`src/rtl/ms_timer_scheduler.sv`:
```
// ms_timer_scheduler
//   One millisecond timebase shared by NUM_CH independent countdown channels.
//   A prescaler divides clk down to a one-cycle tick. After each tick a sweep
//   FSM visits every channel once, one channel per cycle, and pushes it
//   through a single shared decrementer. A channel expires during the sweep
//   of the D-th tick after its start.
//
//   Parameters
//     CLK_HZ   clk frequency in Hz
//     TICK_HZ  tick rate in Hz (DIV = CLK_HZ / TICK_HZ, requires 1 <= NUM_CH < DIV)
//     NUM_CH   number of timer channels
//     DUR_W    width of a channel duration, in ticks
//
//   Ports
//     clk      clock
//     rst      asynchronous, active-high reset
//     start    per-channel start strobe; loads dur and arms the channel
//     dur      flat duration bus, channel i on [i*DUR_W +: DUR_W]
//     cancel   per-channel abort strobe (no done pulse)
//     busy     channel armed and counting
//     done     one-cycle expiry pulse per channel (registered)
//     tick     one-cycle pulse at TICK_HZ
//     time_ms  free-running tick count since reset, wraps silently

module ms_timer_scheduler #(
  parameter int CLK_HZ  = 50_000_000,
  parameter int TICK_HZ = 1000,
  parameter int NUM_CH  = 4,
  parameter int DUR_W   = 16
) (
  input  logic                    clk,
  input  logic                    rst,
  input  logic [NUM_CH-1:0]       start,
  input  logic [NUM_CH*DUR_W-1:0] dur,
  input  logic [NUM_CH-1:0]       cancel,
  output logic [NUM_CH-1:0]       busy,
  output logic [NUM_CH-1:0]       done,
  output logic                    tick,
  output logic [31:0]             time_ms
);

  localparam int DIV = CLK_HZ / TICK_HZ;
  localparam int PW  = (DIV > 1) ? $clog2(DIV) : 1;
  localparam int IW  = (NUM_CH > 1) ? $clog2(NUM_CH) : 1;

  localparam logic [PW-1:0] PRESC_MAX = PW'(DIV - 1);
  localparam logic [IW-1:0] LAST_IDX  = IW'(NUM_CH - 1);

  typedef enum logic {
    S_IDLE,
    S_SWEEP
  } state_t;

  // ---------------------------------------------------------------------------
  // Prescaler, tick and free-running ms counter
  // ---------------------------------------------------------------------------
  logic [PW-1:0] presc;
  logic          presc_wrap;
  logic [31:0]   time_ms_q;

  assign presc_wrap = (presc == PRESC_MAX);
  assign time_ms    = time_ms_q;

  // NOTE: sequential state is written with non-blocking assignments only, so
  // every register samples the pre-edge value of every other register.
  always_ff @(posedge clk or posedge rst) begin
    if (rst) begin
      presc     <= '0;
      tick      <= 1'b0;
      time_ms_q <= '0;
    end else begin
      presc     <= presc_wrap ? '0 : presc + PW'(1);
      tick      <= presc_wrap;
      // Written every cycle (adding 0 between ticks); 2^32-1 rolls over to 0.
      time_ms_q <= time_ms_q + {31'd0, presc_wrap};
    end
  end

  // ---------------------------------------------------------------------------
  // Sweep FSM: state register / next-state logic / output decode
  // ---------------------------------------------------------------------------
  state_t        state_q, state_nxt;
  logic [IW-1:0] idx_q, idx_nxt;
  logic          visit_en;
  logic [IW-1:0] visit_idx;

  always_ff @(posedge clk or posedge rst) begin
    if (rst) begin
      state_q <= S_IDLE;
      idx_q   <= '0;
    end else begin
      state_q <= state_nxt;
      idx_q   <= idx_nxt;
    end
  end

  // NOTE: every combinational output gets a default before the case so no
  // path leaves it unassigned, which would otherwise infer a latch.
  always_comb begin
    state_nxt = state_q;
    idx_nxt   = idx_q;
    case (state_q)
      S_IDLE: begin
        if (tick) begin
          state_nxt = S_SWEEP;
          idx_nxt   = '0;
        end
      end
      S_SWEEP: begin
        if (idx_q == LAST_IDX) begin
          state_nxt = S_IDLE;
          idx_nxt   = '0;
        end else begin
          idx_nxt = idx_q + IW'(1);
        end
      end
      default: begin
        state_nxt = S_IDLE;
        idx_nxt   = '0;
      end
    endcase
  end

  always_comb begin
    visit_en  = (state_q == S_SWEEP);
    visit_idx = idx_q;
  end

  // ---------------------------------------------------------------------------
  // Channels: start > cancel > sweep decrement, evaluated per channel
  // ---------------------------------------------------------------------------
  logic [DUR_W-1:0] rem [NUM_CH];

  // NOTE: rem is a small flop array rather than a RAM, so it is cleared by
  // reset like any other register; a reset mid-count must leave no residue.
  always_ff @(posedge clk or posedge rst) begin
    if (rst) begin
      busy <= '0;
      done <= '0;
      for (int i = 0; i < NUM_CH; i++) begin
        rem[i] <= '0;
      end
    end else begin
      for (int i = 0; i < NUM_CH; i++) begin
        done[i] <= 1'b0;
        if (start[i]) begin
          if (dur[i*DUR_W +: DUR_W] != '0) begin
            rem[i]  <= dur[i*DUR_W +: DUR_W];
            busy[i] <= 1'b1;
          end else begin
            // Zero-length start expires immediately without ever going busy.
            rem[i]  <= '0;
            busy[i] <= 1'b0;
            done[i] <= 1'b1;
          end
        end else if (cancel[i]) begin
          rem[i]  <= '0;
          busy[i] <= 1'b0;
        end else if (visit_en && (visit_idx == IW'(i)) && busy[i]) begin
          // Last count goes straight to 0 so remaining can never underflow.
          if (rem[i] == DUR_W'(1)) begin
            rem[i]  <= '0;
            busy[i] <= 1'b0;
            done[i] <= 1'b1;
          end else begin
            rem[i] <= rem[i] - DUR_W'(1);
          end
        end
      end
    end
  end

endmodule

```
`config.mk`:
```
export PLATFORM = sky130hd
export DESIGN_NAME = ms_timer_scheduler
export DESIGN_NICKNAME = d
export VERILOG_FILES = /design/src/rtl/ms_timer_scheduler.sv
export SDC_FILE = /design/constraint.sdc
export NUM_CORES = 1
export LEC_CHECK = 0
export CORE_ASPECT_RATIO = 0.7
export CORE_MARGIN = 1
export CORE_UTILIZATION = 40
export DETAILED_ROUTE_END_ITERATION = 7
export SETUP_SLACK_MARGIN = 0.5
export SLEW_MARGIN = 15
export SYNTH_ARGS = -nofsm -noshare
export SYNTH_HDL_FRONTEND = slang
export SYNTH_SLANG_ARGS = --single-unit
```
`constraint.sdc`:
```
create_clock -name clk -period 13.1 [get_ports clk]
set_input_delay 2.62 -clock clk [delete_from_list [all_inputs] [get_ports clk]]
set_output_delay 2.62 -clock clk [all_outputs]
set_load 0.05 [all_outputs]
```
# After elaboration in Yosys (flattened, before gate mapping)
# Index checks and enable logic that the tools add are counted.
# Widths: inputs -> output; s select.
[op_classes] n_addsub=7 mul=0 n_div=0 magnitude_cmp=0 n_eq_ne=9 shifts=0 mux=67 n_bitwise=1 n_reduce_logical=25
[ops] cell="$mux 16" n=21
[ops] cell="$eq 16x1->1 const B" n=4
[ops] cell="$reduce_bool 16->1" n=4
[ops] cell="$sub 16x1->16 const B" n=4
[ops] cell="$mux 1" n=42
[ops] cell="$add 32x1->32" n=1
[ops] cell="$reduce_bool 3->1" n=8
[ops] cell="$add 16x1->16 const B" n=1
[ops] cell="$eq 16x16->1 const B" n=1
[ops] cell="$logic_and 1x1->1" n=8
[ops] cell="$reduce_and 2->1" n=4
[ops] cell="$eq 2x2->1 const B" n=2
[ops] cell="$mux 2" n=2
[ops] cell="$pmux 2 s2" n=1
[ops] cell="$add 2x1->2 const B" n=1
[ops] cell="$eq 2x1->1 const B" n=1
[ops] cell="$logic_not 2->1" n=1
[ops] cell="$ne 2x2->1 const B" n=1
[ops] cell="$pmux 1 s2" n=1
[ops] cell="$not 1->1" n=1
[word_totals] regBits=124 latch_bits=0 ram_bits=0 mem_bits_ro=0 out_inout_bits=41 n_memories=0

# Logic depth before layout (Yosys ltp)
# Gate-level depths: netlist of run 1.
[depth] word_depth=6 mapped_depth=13

# Worst setup path before layout of run 1
# OpenSTA, ideal clock, no wires.
[synth_timing] path_kind="input to register" startpoint="input start[2]" endpoint="register rem[30] (netlist bit)" setup_ns=0.126 arrival_ns=4.003 setup_slack_ns=8.971 path_stages=7 n_path_buf=2 cell_sequence="clkbuf_1 -> nor2_1 -> nand2_1 -> nand3_1 -> buf_4 -> nor2_1 -> a221o_1"
[synth_between] elab_chain_cells=1 word_cells_on_any_way=2
[synth_rtl] element="start, declared" line_no="33" text="input logic [NUM_CH-1:0] start,"
[synth_rtl] element="$reduce_bool 3->1 (no line) / $mux 16 (equally long branches)"
[synth_rtl] element="end signal, assigned by index" line_no="148" text="rem[i] <= dur[i*DUR_W +: DUR_W];"
[synth_rtl] element="end signal, assigned by index" line_no="166" text="rem[i] <= rem[i] - DUR_W'(1);"
[synth_rtl] element="end, declared" line_no="132" text="logic [DUR_W-1:0] rem [NUM_CH];"
# Parallel ways exist; a longest one is shown, timed or not.
# A chain may end at the register's enable or synchronous reset.

# Final worst setup path of run 1
[layout_timing] startpoint="input start[0]" endpoint="register rem[52] (netlist bit)"
# Same word-level chain as after synthesis.

==> run_results.csv, run 1 <==
group,metric,value,unit
status,status,"complete, no violations",
logic_synthesis,ys_seq_area_share,46.3,%
logic_synthesis,ys_types,62,
pwr,internal_power,0.000791,W
logic_synthesis,synth_warnings,0,
pwr,p_sw_share,25.2,%
final_layout,seqCellArea,3100,um2
worst_setup_path,critPathArrivalTime,5.35,ns
cts,cts_tree,"built",
cts,cts_root_buf,"clkbuf_16",
timing,rsz0062_at_grt,"no",
cts,cts_resized,0,
timing,worst_pin_slew,1.17,ns
global_route,grt_max_degree,85,
worst_setup_path,critPathRequiredTime,13.40,ns
min_path,hold_depth,1,
logic_synthesis,synth_top_flop_cell,"dfrtp_1",
cts,clk_pin_slew,0.06,ns
worst_setup_path,cp-end-kind,"flip-flop",
logic_synthesis,synth-seq-cells,124,
place,gp_congestion,0.898,
logic_synthesis,async_flop_share,100,%
pwr,combPwrFrac,11.7,%
place,port_buffers,114,
timing,whs,0.465,ns
floorplanning,start_util,41.0,%
floorplanning,rows,39,
worst_setup_path,rr_endpoint,"time_ms[22]",
worst_setup_path,start_kind,"input port",
pwr,cellPowerDensity,121,nW/um2
cts,cts_made_buffers,17,
timing,slew_viol_final,0,
timing,setup_viol,0,
worst_setup_path,crit_family,"simple AND/OR/NAND/NOR gates",
worst_setup_path,crit_start,"start[0]",
floorplanning,io_pins,115,
drt,routed_wl,17.7,mm
global_route,grt.total_usage,21.7,%
pwr,power_frac_seq,40.7,%
worst_setup_path,r2r_start,"presc[0]",
final_layout,fillers,1480,
final_layout,multiInputGateArea,3460,um2
worst_setup_path,reg2reg_depth,11,
global_route,grt_pass1_vias,5669,
timing,setup_tns,0,ns
global_route,grt_pass1_wl,29.0,mm
floorplanning,die_y,110,um
worst_setup_path,rrSetupSlack,10.02,ns
cts,cts_hold_buf,0,
drt,avgRoutedWirePerCell,16.9,um
cts,clock-sinks,124,
place,dpl_cell_area,8070,um2
timing,layout_min_cycle_time,5.05,ns
final_layout,syn2layout_area_growth,30.4,%
timing,clock.fmax,198,MHz
worst_setup_path,critPathKind,"in2reg",
logic_synthesis,synth_area_per_cell,9.62,um2
logic_synthesis,synth_nets,785,
worst_setup_path,crit_path_end,"rem[52]",
worst_setup_path,cp_slowest_stage_delay,0.71,ns
logic_synthesis,synth-edff-count,0,
timing,min_period_over_period,38.5,%
timing,hold_violations,0,
pwr,ir_worst_vdd,0.0667,mV
cts,max-clock-path-buffers,2,
floorplanning,coreArea,16300,um2
drt,first_pass_iters,5,
min_path,hold_path.class,"reg2reg",
drt,ant_nets,0,
drt,vias,6036,
pwr,clock_power_share,47.6,%
final_layout,drive_gt1_share,7.03,%
logic_synthesis,syn_area,6700,um2
timing,slew_headroom,21.6,%
final_layout,diodes,0,
place,dp_hpwl,12.8,mm
timing,fin_skew,0.0115,ns
final_layout,layout.nets,901,
global_route,grt_overflow,0,
drt,via_per_inst,5.75,
cts,htreeDepth,4,
run,maxCapViolCount,0,
logic_synthesis,syn_inst,696,
worst_setup_path,cp_max_fo,16,
cts,postCtsSetupRepairBufs,0,
pwr,p_sw,0.000266,W
global_route,antenna_found_initial,0,
worst_setup_path,path_depth,6,
pwr,leakage,3.52,nW
worst_setup_path,cp_num_buf_inv,1,
drt,drtIter0Drc,447,
worst_setup_path,cp_slowest_cell,"nor2_1",
cts,clock_latency,0.42,ns
final_layout,stdcell_area,8730,um2
drt,remaining_drc_errors,0,
worst_setup_path,crit_chain,"clkdlybuf4s50_1 > nor2_1 > nand2_1 > o211ai_1 > o31ai_1 > a221o_1",
floorplanning,dieArea,17300,um2
floorplanning,die_x,157,um
[worst min path at each step]
stage                           start          end  slack (ns)
final                     time_ms[31]  time_ms[31]        0.47
after detailed placement  time_ms[31]  time_ms[31]        0.46
after floorplan              presc[0]     presc[0]        0.45
after global placement    time_ms[31]  time_ms[31]        0.45
after global routing      time_ms[31]  time_ms[31]        0.50
after CTS                 time_ms[31]  time_ms[31]        0.47
[layout by cell type (no fill, tap or decap), drive strengths merged, types with 14 or more instances in the layout]
master,count
a221o,18
and3,15
clkbuf,23
clkdlybuf4s50,114
dfrtp,124
ha,15
inv,22
nand2,74
nand3,35
nand4,16
nor2,57
nor3,19
nor4,29
o211ai,18
o21ai,28
o311ai,27
or4,14
xnor2,21
xor2,22
[cell families after synthesis]
group	synth area share (%)
XOR/XNOR	5.63
multiplexers	0.617
AO/OA/AOI/OAI	17.3
buffers and inverters	2.39
AND/OR/NAND/NOR	24.9
adder cells (fa/ha/maj)	2.80
flip-flops	46.3
[sequential cells by signal (all words and copies together) (netlist names)]
| register | cells |
|---|---|
| idx_q | 2 |
| tick | 1 |
| time_ms | 32 |
| rem | 64 |
| busy | 4 |
| presc | 16 |
| done | 4 |
| state_q | 1 |
[cell type report]
class,instances,share of cell area [%]
well taps,225,3.23
clock buffers,23,5.82
flip-flops and latches,124,35.6
inverters,21,0.932
multi-input cells,531,39.6
repair buffers,117,13.4
clock inverters,9,1.51
[per-layer routing]
metal,track usage [%],share of wire [%],vias to the layer above
li1,-,-,2889
met1,31.2,49,2928
met2,31.6,42,202
met3,6.45,7.9,17
met4,5.81,0.94,0
met5,0,0,-
[synthesized netlist by cell type, drive strengths merged, types with 8 or more instances]
cell | instances | share of area (%)
a21oi | 8 | 0.60
and2 | 8 | 0.75
o31ai | 11 | 1.2
and3 | 15 | 1.4
o311ai | 27 | 3.5
or2 | 10 | 0.93
nand2b | 8 | 0.75
xnor2 | 21 | 2.7
nand4 | 16 | 1.5
inv | 21 | 1.2
or3 | 11 | 1.2
or4 | 14 | 1.7
xor2 | 22 | 2.9
nand3 | 35 | 2.6
ha | 15 | 2.8
clkbuf | 17 | 0.95
nor4 | 29 | 2.7
o21ai | 28 | 2.1
a221o | 18 | 2.7
nor2 | 57 | 3.2
nand2 | 74 | 4.1
dfrtp | 124 | 46
nor3 | 19 | 1.5
a22oi | 11 | 1.2
o211ai | 18 | 2.0
[power groups by stage]
stage | clock [W] | sequential [W] | combinational (W)
floorplan | 0 | 0.000432 | 0.0000719
global placement | 0 | 0.000434 | 0.000122
finish | 0.000502 | 0.000430 | 0.000124
CTS | 0.000514 | 0.000429 | 0.000124
detailed placement | 0 | 0.000435 | 0.000123
global route | 0.000533 | 0.000433 | 0.000137
[stage by stage]
step | power (W) | setup WS (ns) | utilization (%) | std cells
global route | 0.00110 | 7.89 | 53.4 | 1050
floorplan | 0.000504 | 7.18 | - | 696
detailed placement | 0.000558 | 7.68 | 49.4 | 1018
CTS | 0.00107 | 8.12 | 53.3 | 1050
global placement | 0.000556 | 7.77 | 49.4 | 1018
finish | 0.00106 | 8.05 | 53.4 | 1050
(Power assumes the default switching activity.)
==> run 2, diff against run 1 <==
--- a/config.mk
+++ b/config.mk
@@ -9,6 +9,7 @@
 export CORE_MARGIN = 1
 export CORE_UTILIZATION = 40
 export DETAILED_ROUTE_END_ITERATION = 7
+export PLACE_DENSITY = 0.66
 export SETUP_SLACK_MARGIN = 0.5
 export SLEW_MARGIN = 15
 export SYNTH_ARGS = -nofsm -noshare
==> constraint.sdc (replaced) <==
create_clock -name clk -period 4.2 [get_ports clk]
set_input_delay 0.84 -clock clk [delete_from_list [all_inputs] [get_ports clk]]
set_output_delay 0.84 -clock clk [all_outputs]
set_load 0.05 [all_outputs]
==> run_results.csv, run 2 (synthesis gave the netlist of run 1 again) <==
group,metric,value,unit
status,status,"complete, no violations",
place,dp_hpwl,12.5,mm
final_layout,final_cell_mix,"124 x dfrtp_1, 114 x clkdlybuf4s50_1, 74 x nand2_1, 57 x nor2_1, 35 x nand3_1",
timing,rsz0062_at_grt,"no",
final_layout,layout.nets,903,
worst_setup_path,cp_num_buf_inv,0,
cts,htreeDepth,4,
worst_setup_path,crit_top_cell,"ha_1",
cts,cts_tree,"built",
final_layout,syn2layout_area_growth,31.6,%
pwr,leakage,3.55,nW
timing,worst_pin_slew,1.14,ns
floorplanning,rows,39,
worst_setup_path,start_kind,"flip-flop",
place,gp_congestion,0.858,
final_layout,diodes,0,
global_route,grt_max_degree,102,
worst_setup_path,cp_slowest_stage_delay,0.39,ns
final_layout,largest-register,"rem",
cts,clock-sinks,124,
timing,setup_viol,0,
drt,via_per_inst,5.83,
global_route,grt.total_usage,21.3,%
run,maxCapViolCount,0,
timing,slew_headroom,23.9,%
global_route,grt_pass1_vias,5707,
cts,max-clock-path-buffers,2,
timing,slew_viol_final,0,
cts,clock_latency,0.42,ns
drt,routed_wl,17.8,mm
drt,vias,6132,
final_layout,instances_no_fill,1052,
timing,hold_violations,0,
timing,min_period_over_period,71.3,%
global_route,antenna_found_initial,0,
cts,cts_resized,0,
floorplanning,die_y,110,um
cts,cts_hold_buf,0,
final_layout,drive_gt1_share,7.26,%
floorplanning,dieArea,17300,um2
cts,cts_root_buf,"clkbuf_16",
final_layout,largest_reg_flops,64,
cts,cts_made_buffers,17,
floorplanning,io_pins,115,
cts,postCtsSetupRepairBufs,0,
place,port_buffers,114,
worst_setup_path,crit_chain,"ha_1 > and3_1 > nand2_1 > nor4b_2 > ha_1 > ha_1 > nand3_1 > nor2_1 > and4_1 > nand3_1 > xnor2_1",
worst_setup_path,critPathRequiredTime,4.50,ns
cts,clk_pin_slew,0.06,ns
place,dp.cells,1020,
drt,first_pass_iters,6,
final_layout,multiInputGateArea,3440,um2
floorplanning,die_x,157,um
worst_setup_path,critPathArrivalTime,3.29,ns
global_route,grt_overflow,0,
timing,fin_skew,0.00933,ns
drt,remaining_drc_errors,0,
drt,ant_nets,0,
drt,drtIter0Drc,567,
floorplanning,start_util,41.0,%
worst_setup_path,cp-end-kind,"flip-flop",
timing,clock.fmax,334,MHz
global_route,grt_pass1_wl,28.8,mm
timing,layout_min_cycle_time,2.99,ns
final_layout,layout_commonest_cell,"dfrtp_1",
worst_setup_path,critPathKind,"reg2reg",
pwr,cellPowerDensity,396,nW/um2
worst_setup_path,cp_slowest_cell,"dfrtp_1",
final_layout,fillers,1458,
timing,setup_tns,0,ns
worst_setup_path,cp_max_fo,6,
worst_setup_path,crit_family,"simple AND/OR/NAND/NOR gates",
drt,avgRoutedWirePerCell,16.9,um
pwr,ir_worst_vdd,0.202,mV
min_path,hold_path.class,"reg2reg",
final_layout,seqCellArea,3100,um2
floorplanning,coreArea,16300,um2
## run 2: per-stage QoR
step / hold WS (ns) / util (%) / setup slack, ns / total power (W) / area (um2)
3_5_place_dp: 0.457 / 49.6 / 0.936 / 0.00174 / 8100
4_1_cts: 0.475 / 53.9 / 1.20 / 0.00351 / 8810
2_1_floorplan: 0.455 / - / 1.15 / 0.00157 / 6700
6_report: 0.471 / 53.9 / 1.21 / 0.00349 / 8810
5_1_grt: 0.504 / 53.9 / 0.974 / 0.00362 / 8810
3_3_place_gp: 0.457 / 49.6 / 1.04 / 0.00174 / 8100
## run 2: final timing paths
kind	startpoint	endpoint	cells after the start	slack (ns)
worst max register to register	presc[0]	time_ms[22]	11	1.21
min in group asynchronous	rst	time_ms[27]	2	0.81
worst min-delay path	time_ms[31]	time_ms[31]	1	0.47
max in group asynchronous	rst	rem[11]	3	2.47
worst min register to register	time_ms[31]	time_ms[31]	1	0.47
worst max-delay path	presc[0]	time_ms[22]	11	1.21
## run 2: report_power, final
| part | leakage (nW) | total (W) | switching, W | internal (W) |
|---|---|---|---|---|
| registers | 1.60 | 0.00134 | 0.0000813 | 0.00126 |
| logic | 1.62 | 0.000391 | 0.000212 | 0.000179 |
| clock network | 0.329 | 0.00175 | 0.000562 | 0.00119 |
## run 2: routing by layer
metal  vias up  wire length [um]  global-route usage [%]
met2       274              7640                    31.5
met3        16              1470                    5.94
met1      2960              8570                    30.4
met4         0               148                    5.81
met5         -                 0                       0
li1       2882                 -                       -
## run 2: layout make-up
class | instances | share of cell area [%]
clock buffer | 18 | 4.99
timing repair buffer | 119 | 13.5
sequential | 124 | 35.2
inverter | 21 | 0.937
multi-input combinational | 531 | 39.1
tap | 225 | 3.20
clock inverter | 14 | 3.03
## run 2: worst reg2reg max path: cells and delay by family (launching register included)
family | cells | cell delay (ns)
xor gates and xnor gates | 1 | 0.14
adders and majority gates | 3 | 0.73
DFF | 1 | 0.39
and+or+nand+nor | 7 | 1.63
==> run 3, diff against run 2 <==
--- a/config.mk
+++ b/config.mk
@@ -9,7 +9,6 @@
 export CORE_MARGIN = 1
 export CORE_UTILIZATION = 40
 export DETAILED_ROUTE_END_ITERATION = 7
-export PLACE_DENSITY = 0.66
 export SETUP_SLACK_MARGIN = 0.5
 export SLEW_MARGIN = 15
 export SYNTH_ARGS = -nofsm -noshare
==> constraint.sdc (replaced) <==
create_clock -name clk -period 2.85 [get_ports clk]
set_input_delay 0.57 -clock clk [delete_from_list [all_inputs] [get_ports clk]]
set_output_delay 0.57 -clock clk [all_outputs]
set_load 0.05 [all_outputs]
==> run_results.csv, run 3 (synthesis gave the netlist of run 1 again) <==
group,metric,value,unit
pwr,ir_worst_vdd,0.357,mV
cts,clock-sinks,124,
floorplanning,start_util,41.0,%
timing,rsz0062_at_grt,"yes",
drt,via_per_inst,5.78,
cts,cts_made_buffers,17,
worst_setup_path,critPathKind,"reg2reg",
worst_setup_path,critPathRequiredTime,3.14,ns
drt,avgRoutedWirePerCell,17.2,um
drt,first_pass_iters,5,
pwr,cellPowerDensity,521,nW/um2
place,port_buffers,114,
final_layout,layout.nets,933,
drt,ant_nets,0,
timing,slew_headroom,50.1,%
floorplanning,die_x,157,um
worst_setup_path,crit_chain,"nor4b_4 > nand2_2 > nor4b_4 > ha_4 > ha_4 > nand3_4 > nor2_4 > and4_4 > nand3_2 > xnor2_1",
timing,layout_min_cycle_time,2.33,ns
floorplanning,dieArea,17300,um2
final_layout,layout_commonest_cell,"dfrtp_1",
worst_setup_path,cp-end-kind,"flip-flop",
timing,clock.fmax,428,MHz
timing,whs,0.476,ns
timing,slew_viol_final,0,
global_route,antenna_found_initial,0,
place,gp_congestion,0.879,
timing,setup_tns,0,ns
worst_setup_path,critPathArrivalTime,2.63,ns
global_route,grt.total_usage,22.6,%
place,dp_hpwl,13.5,mm
final_layout,syn2layout_area_growth,36.1,%
drt,routed_wl,18.6,mm
global_route,grt_pass1_wl,30.2,mm
global_route,grt_max_degree,76,
final_layout,drive_gt1_share,14.0,%
final_layout,final_core_util,55.8,%
floorplanning,io_pins,115,
timing,min_period_over_period,81.9,%
timing,worst_pin_slew,0.747,ns
status,status,"complete, no violations",
floorplanning,die_y,110,um
min_path,hold_path.class,"reg2reg",
cts,cts_tree,"built",
global_route,grt_overflow,0,
timing,finalWorstSetupSlack,0.515,ns
final_layout,largest_reg_flops,64,
floorplanning,coreArea,16300,um2
cts,clock_latency,0.42,ns
drt,remaining_drc_errors,0,
floorplanning,rows,39,
cts,htreeDepth,4,
drt,vias,6258,
final_layout,largest-register,"rem",
timing,setup_viol,0,
worst_setup_path,cp_slowest_cell,"dfrtp_2",
run,maxCapViolCount,0,
place,place_ws,0.234,ns
cts,max-clock-path-buffers,2,
timing,hold_violations,0,
pwr,leakage,3.74,nW
timing,fin_skew,0.00852,ns
final_layout,diodes,0,
cts,clk_pin_slew,0.06,ns
global_route,grt_pass1_vias,5937,
drt,drtIter0Drc,359,
worst_setup_path,start_kind,"flip-flop",
final_layout,final_cell_mix,"122 x dfrtp_1, 109 x clkdlybuf4s50_1, 72 x nand2_1, 51 x nor2_1, 33 x buf_4",
worst_setup_path,cp_slowest_stage_delay,0.43,ns
worst_setup_path,cp_max_fo,6,
cts,cts_root_buf,"clkbuf_16",
-- run 3: cell count changes in the layout (fill, tap and decap cells not counted), sizes merged --
cell	change
buf	+30
clkinvlp	+1
inv	+1
clkdlybuf4s50	-5
bufinv	-5
dlygate4sd2	+2
dlymetal6s2s	+3
clkbuf	+1
clkinv	+2
-- run 3: path summary, 6_finish.rpt --
path                             start     endpoint  slack (ns)  cells after the start
max                          presc[11]  time_ms[28]        0.52                     10
min                        time_ms[31]  time_ms[31]        0.48                      1
max reg2reg                  presc[11]  time_ms[28]        0.52                     10
min reg2reg                time_ms[31]  time_ms[31]        0.48                      1
max in group asynchronous          rst    presc[10]        1.58                      3
min in group asynchronous          rst      done[3]        0.53                      2
-- run 3: critical path: cells and delay by family, from the launching register on --
kind	cells	cell delay, ns
xor gates and xnor gates	1	0.14
adders and majority gates	2	0.36
DFF	1	0.43
and+or+nand+nor	7	1.28
-- run 3: final cells by class --
cell class | count | area (um2)
repair buffers | 149 | 1430
fillers | 1419 | 7230
multi-input cells | 531 | 3620
clock inverters | 13 | 143
flip-flops and latches | 124 | 3110
clock buffers | 19 | 453
well taps | 225 | 282
inverters | 21 | 82.6
-- run 3: stage by stage --
step / std cells / area (um2) / power [W]
6_report: 1082 / 9110 / 0.00475
5_1_grt: 1082 / 9110 / 0.00497
4_1_cts: 1080 / 9040 / 0.00478
3_5_place_dp: 1037 / 8300 / 0.00259
3_3_place_gp: 1037 / 8300 / 0.00258
2_1_floorplan: 696 / 6790 / 0.00232
-- run 3: repair_timing --
item                       CTS  global route
hold buffers                 0             0
resized for setup           17            16
setup endpoints to repair   25            39
pin swaps                   16            19
setup buffers               11             2
-- run 3: per-layer routing --
metal / routed length, um / GRT usage (%) / up-vias
met5: 0 / 0 / -
met4: 180 / 6.65 / 0
met3: 1320 / 5.98 / 15
met2: 8090 / 33.5 / 213
met1: 9050 / 32.1 / 3076
li1: - / - / 2954
-- run 3: report_power, final --
part           internal, W  total, W  switching (W)
Sequential         0.00186   0.00198       0.000119
Combinational     0.000289  0.000610       0.000321
Clock              0.00133   0.00217       0.000832
Total              0.00348   0.00475        0.00127
